`config.mk`:
```
export PLATFORM = sky130hd
export DESIGN_NAME = adam_apb_axil_bridge_flat
export DESIGN_NICKNAME = d
export VERILOG_FILES = /design/src/rtl/adam_apb_axil_bridge_if.sv /design/src/rtl/adam_apb_axil_bridge.sv /design/src/flat_wrapper.sv
export SDC_FILE = /design/constraint.sdc
export NUM_CORES = 1
export LEC_CHECK = 0
export ABC_AREA = 1
export BUFFER_PORTS_ARGS = -buffer_cell sky130_fd_sc_hd__buf_4
export CAP_MARGIN = 20
export CORE_UTILIZATION = 45
export DETAILED_ROUTE_END_ITERATION = 12
export GPL_TIMING_DRIVEN = 0
export PLACE_DENSITY = 0.8
export SYNTH_ARGS = -nofsm -noshare
export SYNTH_HDL_FRONTEND = slang
export SYNTH_SLANG_ARGS = --single-unit
```
`constraint.sdc`:
```
create_clock -name clk_i -period 3.9 [get_ports clk_i]
set_clock_uncertainty 0.15 [all_clocks]
set_input_delay 0.39 -clock clk_i [delete_from_list [all_inputs] [get_ports clk_i]]
set_output_delay 0.39 -clock clk_i [all_outputs]
set_load 0.005 [all_outputs]
```
`src/rtl/adam_apb_axil_bridge_if.sv`:
```
// Bus bundle for the APB-to-AXI-Lite bridge.
// The "slave" modport is the bridge's view: it is the slave on the APB side
// and the master on the AXI-Lite side. The "master" modport is the view of
// everything around it: the APB requester plus the AXI-Lite target.
interface adam_apb_axil_bridge_if #(
    parameter int ADDR_WIDTH = 32,
    parameter int DATA_WIDTH = 32
);
    // APB
    logic [ADDR_WIDTH-1:0]   paddr;
    logic [2:0]              pprot;
    logic                    psel;
    logic                    penable;
    logic                    pwrite;
    logic [DATA_WIDTH-1:0]   pwdata;
    logic [DATA_WIDTH/8-1:0] pstrb;
    logic                    pready;
    logic [DATA_WIDTH-1:0]   prdata;
    logic                    pslverr;

    // AXI-Lite
    logic [ADDR_WIDTH-1:0]   aw_addr;
    logic [2:0]              aw_prot;
    logic                    aw_valid;
    logic                    aw_ready;
    logic [DATA_WIDTH-1:0]   w_data;
    logic [DATA_WIDTH/8-1:0] w_strb;
    logic                    w_valid;
    logic                    w_ready;
    logic [1:0]              b_resp;
    logic                    b_valid;
    logic                    b_ready;
    logic [ADDR_WIDTH-1:0]   ar_addr;
    logic [2:0]              ar_prot;
    logic                    ar_valid;
    logic                    ar_ready;
    logic [DATA_WIDTH-1:0]   r_data;
    logic [1:0]              r_resp;
    logic                    r_valid;
    logic                    r_ready;

    modport slave (
        input  paddr, pprot, psel, penable, pwrite, pwdata, pstrb,
        output pready, prdata, pslverr,
        output aw_addr, aw_prot, aw_valid, input aw_ready,
        output w_data, w_strb, w_valid, input w_ready,
        input  b_resp, b_valid, output b_ready,
        output ar_addr, ar_prot, ar_valid, input ar_ready,
        input  r_data, r_resp, r_valid, output r_ready
    );

    modport master (
        output paddr, pprot, psel, penable, pwrite, pwdata, pstrb,
        input  pready, prdata, pslverr,
        input  aw_addr, aw_prot, aw_valid, output aw_ready,
        input  w_data, w_strb, w_valid, output w_ready,
        output b_resp, b_valid, input b_ready,
        input  ar_addr, ar_prot, ar_valid, output ar_ready,
        output r_data, r_resp, r_valid, input r_ready
    );
endinterface

```
`src/rtl/adam_apb_axil_bridge.sv`:
```
// APB slave to AXI-Lite master bridge with pause handshake.
// Each APB access becomes exactly one AXI-Lite transaction; the APB access
// phase is stalled until the AXI response returns. All outputs registered.
//
// state  | meaning
// -------+-----------------------------------------------------------
// PAUSED | gated, pause_ack high, APB accesses stall
// IDLE   | waiting for an APB access phase (or a pause request)
// WR     | aw_valid / w_valid issued, each drops after its handshake
// BW     | waiting for write response, b_ready high
// RD     | ar_valid issued, waiting for ar_ready
// RW     | waiting for read data, r_ready high
// DONE   | one-cycle pready pulse back to the APB requester
module adam_apb_axil_bridge #(
    parameter int                    ADDR_WIDTH  = 32,
    parameter int                    DATA_WIDTH  = 32,
    parameter logic [ADDR_WIDTH-1:0] ADDR_OFFSET = '0
) (
    input  logic                  clk_i,
    input  logic                  rst_i,
    input  logic                  pause_req_i,
    output logic                  pause_ack_o,
    adam_apb_axil_bridge_if.slave bus
);
    localparam int STRB_WIDTH = DATA_WIDTH / 8;

    typedef enum logic [2:0] {
        S_PAUSED, S_IDLE, S_WR, S_BW, S_RD, S_RW, S_DONE
    } state_t;

    state_t                  state_q,    state_d;
    logic                    ack_q,      ack_d;
    logic                    pready_q,   pready_d;
    logic                    pslverr_q,  pslverr_d;
    logic [DATA_WIDTH-1:0]   prdata_q,   prdata_d;
    logic [ADDR_WIDTH-1:0]   addr_q,     addr_d;
    logic [2:0]              prot_q,     prot_d;
    logic [DATA_WIDTH-1:0]   wdata_q,    wdata_d;
    logic [STRB_WIDTH-1:0]   strb_q,     strb_d;
    logic                    aw_valid_q, aw_valid_d;
    logic                    w_valid_q,  w_valid_d;
    logic                    b_ready_q,  b_ready_d;
    logic                    ar_valid_q, ar_valid_d;
    logic                    r_ready_q,  r_ready_d;

    logic access;
    logic aw_left;
    logic w_left;

    assign access  = bus.psel && bus.penable;
    // A write channel is still pending if its valid is up and not accepted now.
    assign aw_left = aw_valid_q && !bus.aw_ready;
    assign w_left  = w_valid_q  && !bus.w_ready;

    // State and registered outputs; reset abandons any outstanding transaction.
    always_ff @(posedge clk_i or posedge rst_i) begin
        if (rst_i) begin
            state_q    <= S_PAUSED;
            ack_q      <= 1'b1;
            pready_q   <= 1'b0;
            pslverr_q  <= 1'b0;
            prdata_q   <= '0;
            addr_q     <= '0;
            prot_q     <= '0;
            wdata_q    <= '0;
            strb_q     <= '0;
            aw_valid_q <= 1'b0;
            w_valid_q  <= 1'b0;
            b_ready_q  <= 1'b0;
            ar_valid_q <= 1'b0;
            r_ready_q  <= 1'b0;
        end else begin
            state_q    <= state_d;
            ack_q      <= ack_d;
            pready_q   <= pready_d;
            pslverr_q  <= pslverr_d;
            prdata_q   <= prdata_d;
            addr_q     <= addr_d;
            prot_q     <= prot_d;
            wdata_q    <= wdata_d;
            strb_q     <= strb_d;
            aw_valid_q <= aw_valid_d;
            w_valid_q  <= w_valid_d;
            b_ready_q  <= b_ready_d;
            ar_valid_q <= ar_valid_d;
            r_ready_q  <= r_ready_d;
        end
    end

    // Next-state decision; pause wins over a same-cycle access in IDLE.
    always_comb begin
        state_d = state_q;
        case (state_q)
            S_PAUSED: if (!pause_req_i) state_d = S_IDLE;
            S_IDLE: begin
                if (pause_req_i)  state_d = S_PAUSED;
                else if (access)  state_d = bus.pwrite ? S_WR : S_RD;
            end
            S_WR:   if (!aw_left && !w_left) state_d = S_BW;
            S_BW:   if (bus.b_valid)  state_d = S_DONE;
            S_RD:   if (bus.ar_ready) state_d = S_RW;
            S_RW:   if (bus.r_valid)  state_d = S_DONE;
            S_DONE: state_d = S_IDLE;
            default: state_d = S_PAUSED;
        endcase
    end

    // Next values of the registered outputs and captured request.
    always_comb begin
        ack_d      = ack_q;
        pready_d   = pready_q;
        pslverr_d  = pslverr_q;
        prdata_d   = prdata_q;
        addr_d     = addr_q;
        prot_d     = prot_q;
        wdata_d    = wdata_q;
        strb_d     = strb_q;
        aw_valid_d = aw_valid_q;
        w_valid_d  = w_valid_q;
        b_ready_d  = b_ready_q;
        ar_valid_d = ar_valid_q;
        r_ready_d  = r_ready_q;
        case (state_q)
            S_PAUSED: if (!pause_req_i) ack_d = 1'b0;
            S_IDLE: begin
                if (pause_req_i) begin
                    ack_d = 1'b1;
                end else if (access) begin
                    addr_d  = bus.paddr + ADDR_OFFSET;
                    prot_d  = bus.pprot;
                    wdata_d = bus.pwdata;
                    strb_d  = bus.pstrb;
                    if (bus.pwrite) begin
                        aw_valid_d = 1'b1;
                        w_valid_d  = 1'b1;
                    end else begin
                        ar_valid_d = 1'b1;
                    end
                end
            end
            S_WR: begin
                aw_valid_d = aw_left;
                w_valid_d  = w_left;
                if (!aw_left && !w_left) b_ready_d = 1'b1;
            end
            S_BW: begin
                if (bus.b_valid) begin
                    b_ready_d = 1'b0;
                    pready_d  = 1'b1;
                    pslverr_d = (bus.b_resp != 2'b00);
                    prdata_d  = '0;
                end
            end
            S_RD: begin
                if (bus.ar_ready) begin
                    ar_valid_d = 1'b0;
                    r_ready_d  = 1'b1;
                end
            end
            S_RW: begin
                if (bus.r_valid) begin
                    r_ready_d = 1'b0;
                    pready_d  = 1'b1;
                    pslverr_d = (bus.r_resp != 2'b00);
                    prdata_d  = bus.r_data;
                end
            end
            S_DONE: begin
                pready_d  = 1'b0;
                pslverr_d = 1'b0;
            end
            default: ;
        endcase
    end

    assign pause_ack_o  = ack_q;
    assign bus.pready   = pready_q;
    assign bus.pslverr  = pslverr_q;
    assign bus.prdata   = prdata_q;
    assign bus.aw_addr  = addr_q;
    assign bus.aw_prot  = prot_q;
    assign bus.aw_valid = aw_valid_q;
    assign bus.w_data   = wdata_q;
    assign bus.w_strb   = strb_q;
    assign bus.w_valid  = w_valid_q;
    assign bus.b_ready  = b_ready_q;
    assign bus.ar_addr  = addr_q;
    assign bus.ar_prot  = prot_q;
    assign bus.ar_valid = ar_valid_q;
    assign bus.r_ready  = r_ready_q;
endmodule

```
`src/flat_wrapper.sv`:
```
// flat-port wrapper written by rule: the top's interface ports become plain ports
module adam_apb_axil_bridge_flat 
#(
    parameter int                    ADDR_WIDTH  = 32,
    parameter int                    DATA_WIDTH  = 32,
    parameter logic [ADDR_WIDTH-1:0] ADDR_OFFSET = '0
)
  (clk_i, rst_i, pause_req_i, pause_ack_o, bus_paddr, bus_pprot, bus_psel, bus_penable, bus_pwrite, bus_pwdata, bus_pstrb, bus_pready, bus_prdata, bus_pslverr, bus_aw_addr, bus_aw_prot, bus_aw_valid, bus_aw_ready, bus_w_data, bus_w_strb, bus_w_valid, bus_w_ready, bus_b_resp, bus_b_valid, bus_b_ready, bus_ar_addr, bus_ar_prot, bus_ar_valid, bus_ar_ready, bus_r_data, bus_r_resp, bus_r_valid, bus_r_ready);
  adam_apb_axil_bridge_if #(.ADDR_WIDTH(ADDR_WIDTH), .DATA_WIDTH(DATA_WIDTH)) bus_i ();
  input  logic clk_i;
  input  logic rst_i;
  input  logic pause_req_i;
  output logic pause_ack_o;
  input wire logic [$bits(bus_i.paddr)-1:0] bus_paddr;
  input wire logic [$bits(bus_i.pprot)-1:0] bus_pprot;
  input wire logic [$bits(bus_i.psel)-1:0] bus_psel;
  input wire logic [$bits(bus_i.penable)-1:0] bus_penable;
  input wire logic [$bits(bus_i.pwrite)-1:0] bus_pwrite;
  input wire logic [$bits(bus_i.pwdata)-1:0] bus_pwdata;
  input wire logic [$bits(bus_i.pstrb)-1:0] bus_pstrb;
  output wire logic [$bits(bus_i.pready)-1:0] bus_pready;
  output wire logic [$bits(bus_i.prdata)-1:0] bus_prdata;
  output wire logic [$bits(bus_i.pslverr)-1:0] bus_pslverr;
  output wire logic [$bits(bus_i.aw_addr)-1:0] bus_aw_addr;
  output wire logic [$bits(bus_i.aw_prot)-1:0] bus_aw_prot;
  output wire logic [$bits(bus_i.aw_valid)-1:0] bus_aw_valid;
  input wire logic [$bits(bus_i.aw_ready)-1:0] bus_aw_ready;
  output wire logic [$bits(bus_i.w_data)-1:0] bus_w_data;
  output wire logic [$bits(bus_i.w_strb)-1:0] bus_w_strb;
  output wire logic [$bits(bus_i.w_valid)-1:0] bus_w_valid;
  input wire logic [$bits(bus_i.w_ready)-1:0] bus_w_ready;
  input wire logic [$bits(bus_i.b_resp)-1:0] bus_b_resp;
  input wire logic [$bits(bus_i.b_valid)-1:0] bus_b_valid;
  output wire logic [$bits(bus_i.b_ready)-1:0] bus_b_ready;
  output wire logic [$bits(bus_i.ar_addr)-1:0] bus_ar_addr;
  output wire logic [$bits(bus_i.ar_prot)-1:0] bus_ar_prot;
  output wire logic [$bits(bus_i.ar_valid)-1:0] bus_ar_valid;
  input wire logic [$bits(bus_i.ar_ready)-1:0] bus_ar_ready;
  input wire logic [$bits(bus_i.r_data)-1:0] bus_r_data;
  input wire logic [$bits(bus_i.r_resp)-1:0] bus_r_resp;
  input wire logic [$bits(bus_i.r_valid)-1:0] bus_r_valid;
  output wire logic [$bits(bus_i.r_ready)-1:0] bus_r_ready;
  assign bus_i.paddr = bus_paddr;
  assign bus_i.pprot = bus_pprot;
  assign bus_i.psel = bus_psel;
  assign bus_i.penable = bus_penable;
  assign bus_i.pwrite = bus_pwrite;
  assign bus_i.pwdata = bus_pwdata;
  assign bus_i.pstrb = bus_pstrb;
  assign bus_pready = bus_i.pready;
  assign bus_prdata = bus_i.prdata;
  assign bus_pslverr = bus_i.pslverr;
  assign bus_aw_addr = bus_i.aw_addr;
  assign bus_aw_prot = bus_i.aw_prot;
  assign bus_aw_valid = bus_i.aw_valid;
  assign bus_i.aw_ready = bus_aw_ready;
  assign bus_w_data = bus_i.w_data;
  assign bus_w_strb = bus_i.w_strb;
  assign bus_w_valid = bus_i.w_valid;
  assign bus_i.w_ready = bus_w_ready;
  assign bus_i.b_resp = bus_b_resp;
  assign bus_i.b_valid = bus_b_valid;
  assign bus_b_ready = bus_i.b_ready;
  assign bus_ar_addr = bus_i.ar_addr;
  assign bus_ar_prot = bus_i.ar_prot;
  assign bus_ar_valid = bus_i.ar_valid;
  assign bus_i.ar_ready = bus_ar_ready;
  assign bus_i.r_data = bus_r_data;
  assign bus_i.r_resp = bus_r_resp;
  assign bus_i.r_valid = bus_r_valid;
  assign bus_r_ready = bus_i.r_ready;
  adam_apb_axil_bridge #(.ADDR_WIDTH(ADDR_WIDTH), .DATA_WIDTH(DATA_WIDTH), .ADDR_OFFSET(ADDR_OFFSET)) u_core (.clk_i(clk_i), .rst_i(rst_i), .pause_req_i(pause_req_i), .pause_ack_o(pause_ack_o), .bus(bus_i));
endmodule
```
* After elaboration in Yosys (flattened, before gate mapping)
Index checks and enable logic that the tools add are counted.
Word-level totals: bits in registers 114, input port bits 118, output and inout port bits 146, word-level logic and storage cells 96
Cells by class: equality and inequality tests 17, multiplexer cells 37, bitwise gates (word level) 1, reduce and logical (&&, ||, !) cells 27
Operators by type and width (number):
- $mux W32 | 2
- $pmux W32 S2 | 1
- $mux W3 | 8
- $pmux W3 S7 | 1
- $reduce_and A3 Y1 | 6
- $mux W1 | 17
- $ne A2 B2 Y1 const B | 8
- $reduce_bool A2 Y1 | 8
- $pmux W1 S2 | 6
- $eq A3 B3 Y1 const B | 3
- $eq A3 B2 Y1 const B | 2
- $pmux W1 S3 | 2
- $reduce_and A6 Y1 | 1
- $reduce_and A5 Y1 | 1
- $logic_and A1 B1 Y1 | 4
- $logic_not A1 Y1 | 4
- $ne A2 B1 Y1 const B | 2
- $reduce_and A4 Y1 | 1
- $eq A3 B1 Y1 const B | 1
- $logic_not A3 Y1 | 1
- $ne A3 B2 Y1 const B | 1
- $reduce_bool A3 Y1 | 1
- $not A1 Y1 | 1

* Depth between registers and ports, before layout
depth after elaboration 6, mapped depth 11, mapped depth without buffers 9

* Worst setup path after synthesis
OpenSTA, ideal clock, no wires.
path kind register to register, start register u_core.state_q[1], end register u_core.addr_q[0], in the netlist u_core.bus.ar_addr[0], setup time 0.117 ns, arrival 1.219 ns, required time 3.633 ns, setup slack 2.414 ns, stages on the path, launching flop included 7, buffers on the path 2, period minus slack after synthesis 1.486 ns, cells stage by stage dfrtp_1 buf_4 nor3_2 nand2_1 clkbuf_1 nand2_1 nand2_1
Between the ends: word-level cells in the longest chain between the ends 2
RTL lines:
- from (decl) | RTL line adam_apb_axil_bridge.sv:31 | state_t state_q, state_d;
- from (signal assigned) | RTL line adam_apb_axil_bridge.sv:73 | state_q <= state_d;
- $eq A3 B1 Y1 | RTL line adam_apb_axil_bridge.sv:123 | case (state_q)
- $reduce_and A3 Y1 (no line)
- to (signal assigned) | RTL line adam_apb_axil_bridge.sv:78 | addr_q <= addr_d;
- to (decl) | RTL line adam_apb_axil_bridge.sv:36 | logic [ADDR_WIDTH-1:0] addr_q, addr_d;
No other way between the ends. A chain may end at the register's enable or synchronous reset.

* Final worst setup path
start register u_core.state_q[1], end register u_core.addr_q[17], in the netlist u_core.bus.ar_addr[17]
Same word-level chain as after synthesis.

==> flow_summary.toml <==
[placed_design]
gp_congestion = 0.8913
dp_hpwl_um = 10860
portBuffers = 263
dpl_cell_area_um2 = 7188

[floorplanning]
fp.dieH_um = 107.5
core_region_area_um2 = 10840
io_pins = 264
rows = 38
dieWidth_um = 107.5
start_util_pct = 46.20
dieArea_um2 = 11560

[timing]
maxSlewViolCount = 0
rsz0062_at_grt = "false"
period_share_pct = 50.74
fmax_mhz = 505.3
worst_pin_slew_ps = 697.9
setup_viol_count_final = 0
min_period_ps = 1979
finalHoldViolCount = 0
finalSetupTns_ps = 0
slew_headroom_pct = 53.48
hold-worst-slack_ps = 46.90

[yosys]
synthesis.area_um2 = 5009
syn_inst = 596
yosys_warnings = 0
yosysUniqueCellTypes = 19
synth.top_cell.area_share_pct = 56.46
yosysSeqAreaShare_pct = 56.98
synth_fp_nets = 714
synth-seq-cells = 114
synthTopCellsByArea = "dfrtp_1 56%, nand2_1 22%, nand3_1 8.4%"
avgSynthCellArea_um2 = 8.404
yosys.area.top_type = "dfrtp_1"

[setup_path]
rr_startpoint = "u_core.state_q[1]$_DFFE_PP0P_"
required_ps = 4140
reg2reg_to = "u_core.bus.ar_addr[17]$_DFFE_PP0P_"
reg2reg_depth = 6
arrival_ps = 2220
rrSetupSlack_ps = 1920
crit_path_start_kind = "flip-flop"
timing_worst_setup_path_type = "reg2reg"
worstSetupEndpointType = "flip-flop"
crit_end = "u_core.bus.ar_addr[17]$_DFFE_PP0P_"
crit_path_max_fanout = 10
crit_start = "u_core.state_q[1]$_DFFE_PP0P_"

[layout]
fill_cells = 593
diodes = 0
area_growth_pct = 76.64
final_nets = 1101
drive_gt1_share_pct = 35.44
final_cell_area_um2 = 8847

[min_path]
worstHoldPathType = "in2reg"

[pwr]
p_comb_share_pct = 43.6
p_int_mw = 4.360
powerDensity_nw_per_um2 = 748.9
swShare_pct = 34.20
p_leak_nw = 4.949
netSwitchingPower_mw = 2.266
clkPwrFrac_pct = 24.4
ir_worst_vdd_v = 0.0004059
seqPwrFrac_pct = 31.9

[cts]
clock-sinks = 114
cts_tree = "yes"
cts_buffer_depth = 2
htreeDepth = 4
clk_latency_ps = 510
postCtsSetupBuffers = 0
root_buffer = "clkbuf_8"
cts_inserted_buffers = 17
clk_pin_slew_ps = 60

[drt]
drc = 0
ant_nets = 0
num_vias = 5678
firstDrtPassIters = 7
drt_iter0_drc = 443
via_per_inst = 4.998
wl_um = 18800
wl_per_cell_um = 16.55

[global_route]
grt_usage_pct = 32.85
antenna_found_initial = 0
grt_pass1_wl_um = 28870
grt_max_degree = 63
gr-total-overflow = 0
grt_pass1_vias = 5918

[status]
status = "complete, no violations"

[job]
drv_cap = 0
[kinds of logic after synthesis]
logic type,after synthesis,synth area share (%)
and+or+nand+nor,388,31.55
DFF,114,56.98
buffers and inverters,85,10.47
AOI/OAI and AO/OA,9,0.9993
[power by group through the flow]
stage | logic, mW | registers (mW) | clock network, mW
finish | 2.89 | 2.12 | 1.62
global route | 3.14 | 2.16 | 1.69
CTS | 2.80 | 2.08 | 1.63
detailed placement | 2.70 | 2.09 | 0
global placement | 2.63 | 2.07 | 0
floorplan | 1.23 | 2.08 | 0
[worst max-delay path, cell delays in order, from the launching register on]
cell	delay, ps
dfrtp_1	370
buf_4	170
nor3_2	270
nand2_1	330
clkbuf_1	330
nand2_1	160
nand2_1	70
[repair_timing]
action                    4_1_cts  5_1_grt
hold endpoints to repair      154        0
hold buffers                  104        0
gates resized for setup         0        0
[metrics by stage]
stage	std cells	power (mW)	utilization, %	setup WS, ps
after floorplan	596	3.315	-	345.9
after global placement	999	4.693	66.03	-856.3
after detailed placement	1000	4.788	66.31	1833
after CTS	1136	6.509	81.61	1960
after global routing	1136	6.989	81.61	1768
final	1136	6.626	81.61	1921
[flip-flops by register name, summed over array words and instances (netlist names), 3 cells and up]
signal	flops
u_core.bus.ar_addr	32
u_core.bus.w_data	32
u_core.bus.ar_prot	3
u_core.state_q	3
u_core.bus.prdata	32
u_core.bus.w_strb	4
[cell type report]
cell class / count / area, um^2 / area share, %
flip-flops and latches: 114 / 2854 / 32.26
multi-input cells: 397 / 1630 / 18.43
inverters: 19 / 73.82 / 0.8344
well taps: 140 / 175.2 / 1.980
clock buffers: 22 / 462.9 / 5.233
clock inverters: 10 / 155.1 / 1.754
plain buffers: 66 / 452.9 / 5.119
repair buffers: 368 / 3043 / 34.39
[cell usage after synthesis]
| library cell | count |
|---|---|
| dfstp_2 | 1 |
| nand4_1 | 2 |
| o211ai_1 | 1 |
| clkbuf_1 | 16 |
| a21oi_1 | 2 |
| buf_6 | 6 |
| nor2_1 | 11 |
| buf_4 | 42 |
| nand3_1 | 84 |
| nand2_2 | 1 |
| nand2_1 | 287 |
| o21ai_0 | 4 |
| dfrtp_1 | 113 |
| nor2_2 | 2 |
| a31oi_1 | 2 |
| inv_2 | 3 |
| buf_2 | 2 |
| nor3_2 | 1 |
| inv_1 | 16 |
[worst min path at each step]
| stage | to | slack, ps | cells after the start | from |
|---|---|---|---|---|
| 5_1_grt | u_core.pause_ack_o$_DFFE_PP1P_ | 30 | 3 | pause_req_i |
| 3_3_place_gp | u_core.bus.w_data[13]$_DFFE_PP0P_ | 310 | 2 | u_core.bus.w_data[13]$_DFFE_PP0P_ |
| 2_1_floorplan | u_core.bus.ar_valid$_DFFE_PP0P_ | 310 | 2 | u_core.bus.ar_valid$_DFFE_PP0P_ |
| 6_report | u_core.pause_ack_o$_DFFE_PP1P_ | 50 | 3 | pause_req_i |
| 3_5_place_dp | u_core.bus.w_data[13]$_DFFE_PP0P_ | 310 | 2 | u_core.bus.w_data[13]$_DFFE_PP0P_ |
| 4_1_cts | u_core.pause_ack_o$_DFFE_PP1P_ | 30 | 3 | pause_req_i |
[cell usage in the layout (no fill, tap or decap), types with 2 or more instances in the layout]
cell           count
buf_4            305
a31oi_1            2
dlygate4sd3_1    104
buf_2              2
clkinv_2           4
o21ai_0            4
clkbuf_8           4
a21oi_1            2
nand4_1            2
bufinv_16          4
inv_1             15
buf_6              6
clkbuf_1          18
clkinvlp_4         2
clkbuf_16         16
nor2_2             2
nor2_1            11
nand3_1           84
dfrtp_1          113
inv_2              3
nand2_1          287
[routing by layer]
layer  up-vias  GRT usage (%)  share of wire, %
met5         -              0                 0
met4         0          17.81               4.1
met3        72          8.354               8.0
met2       337          58.65                52
met1      2651          35.40                36
li1       2618              -                 -
(Power assumes the default switching activity.)
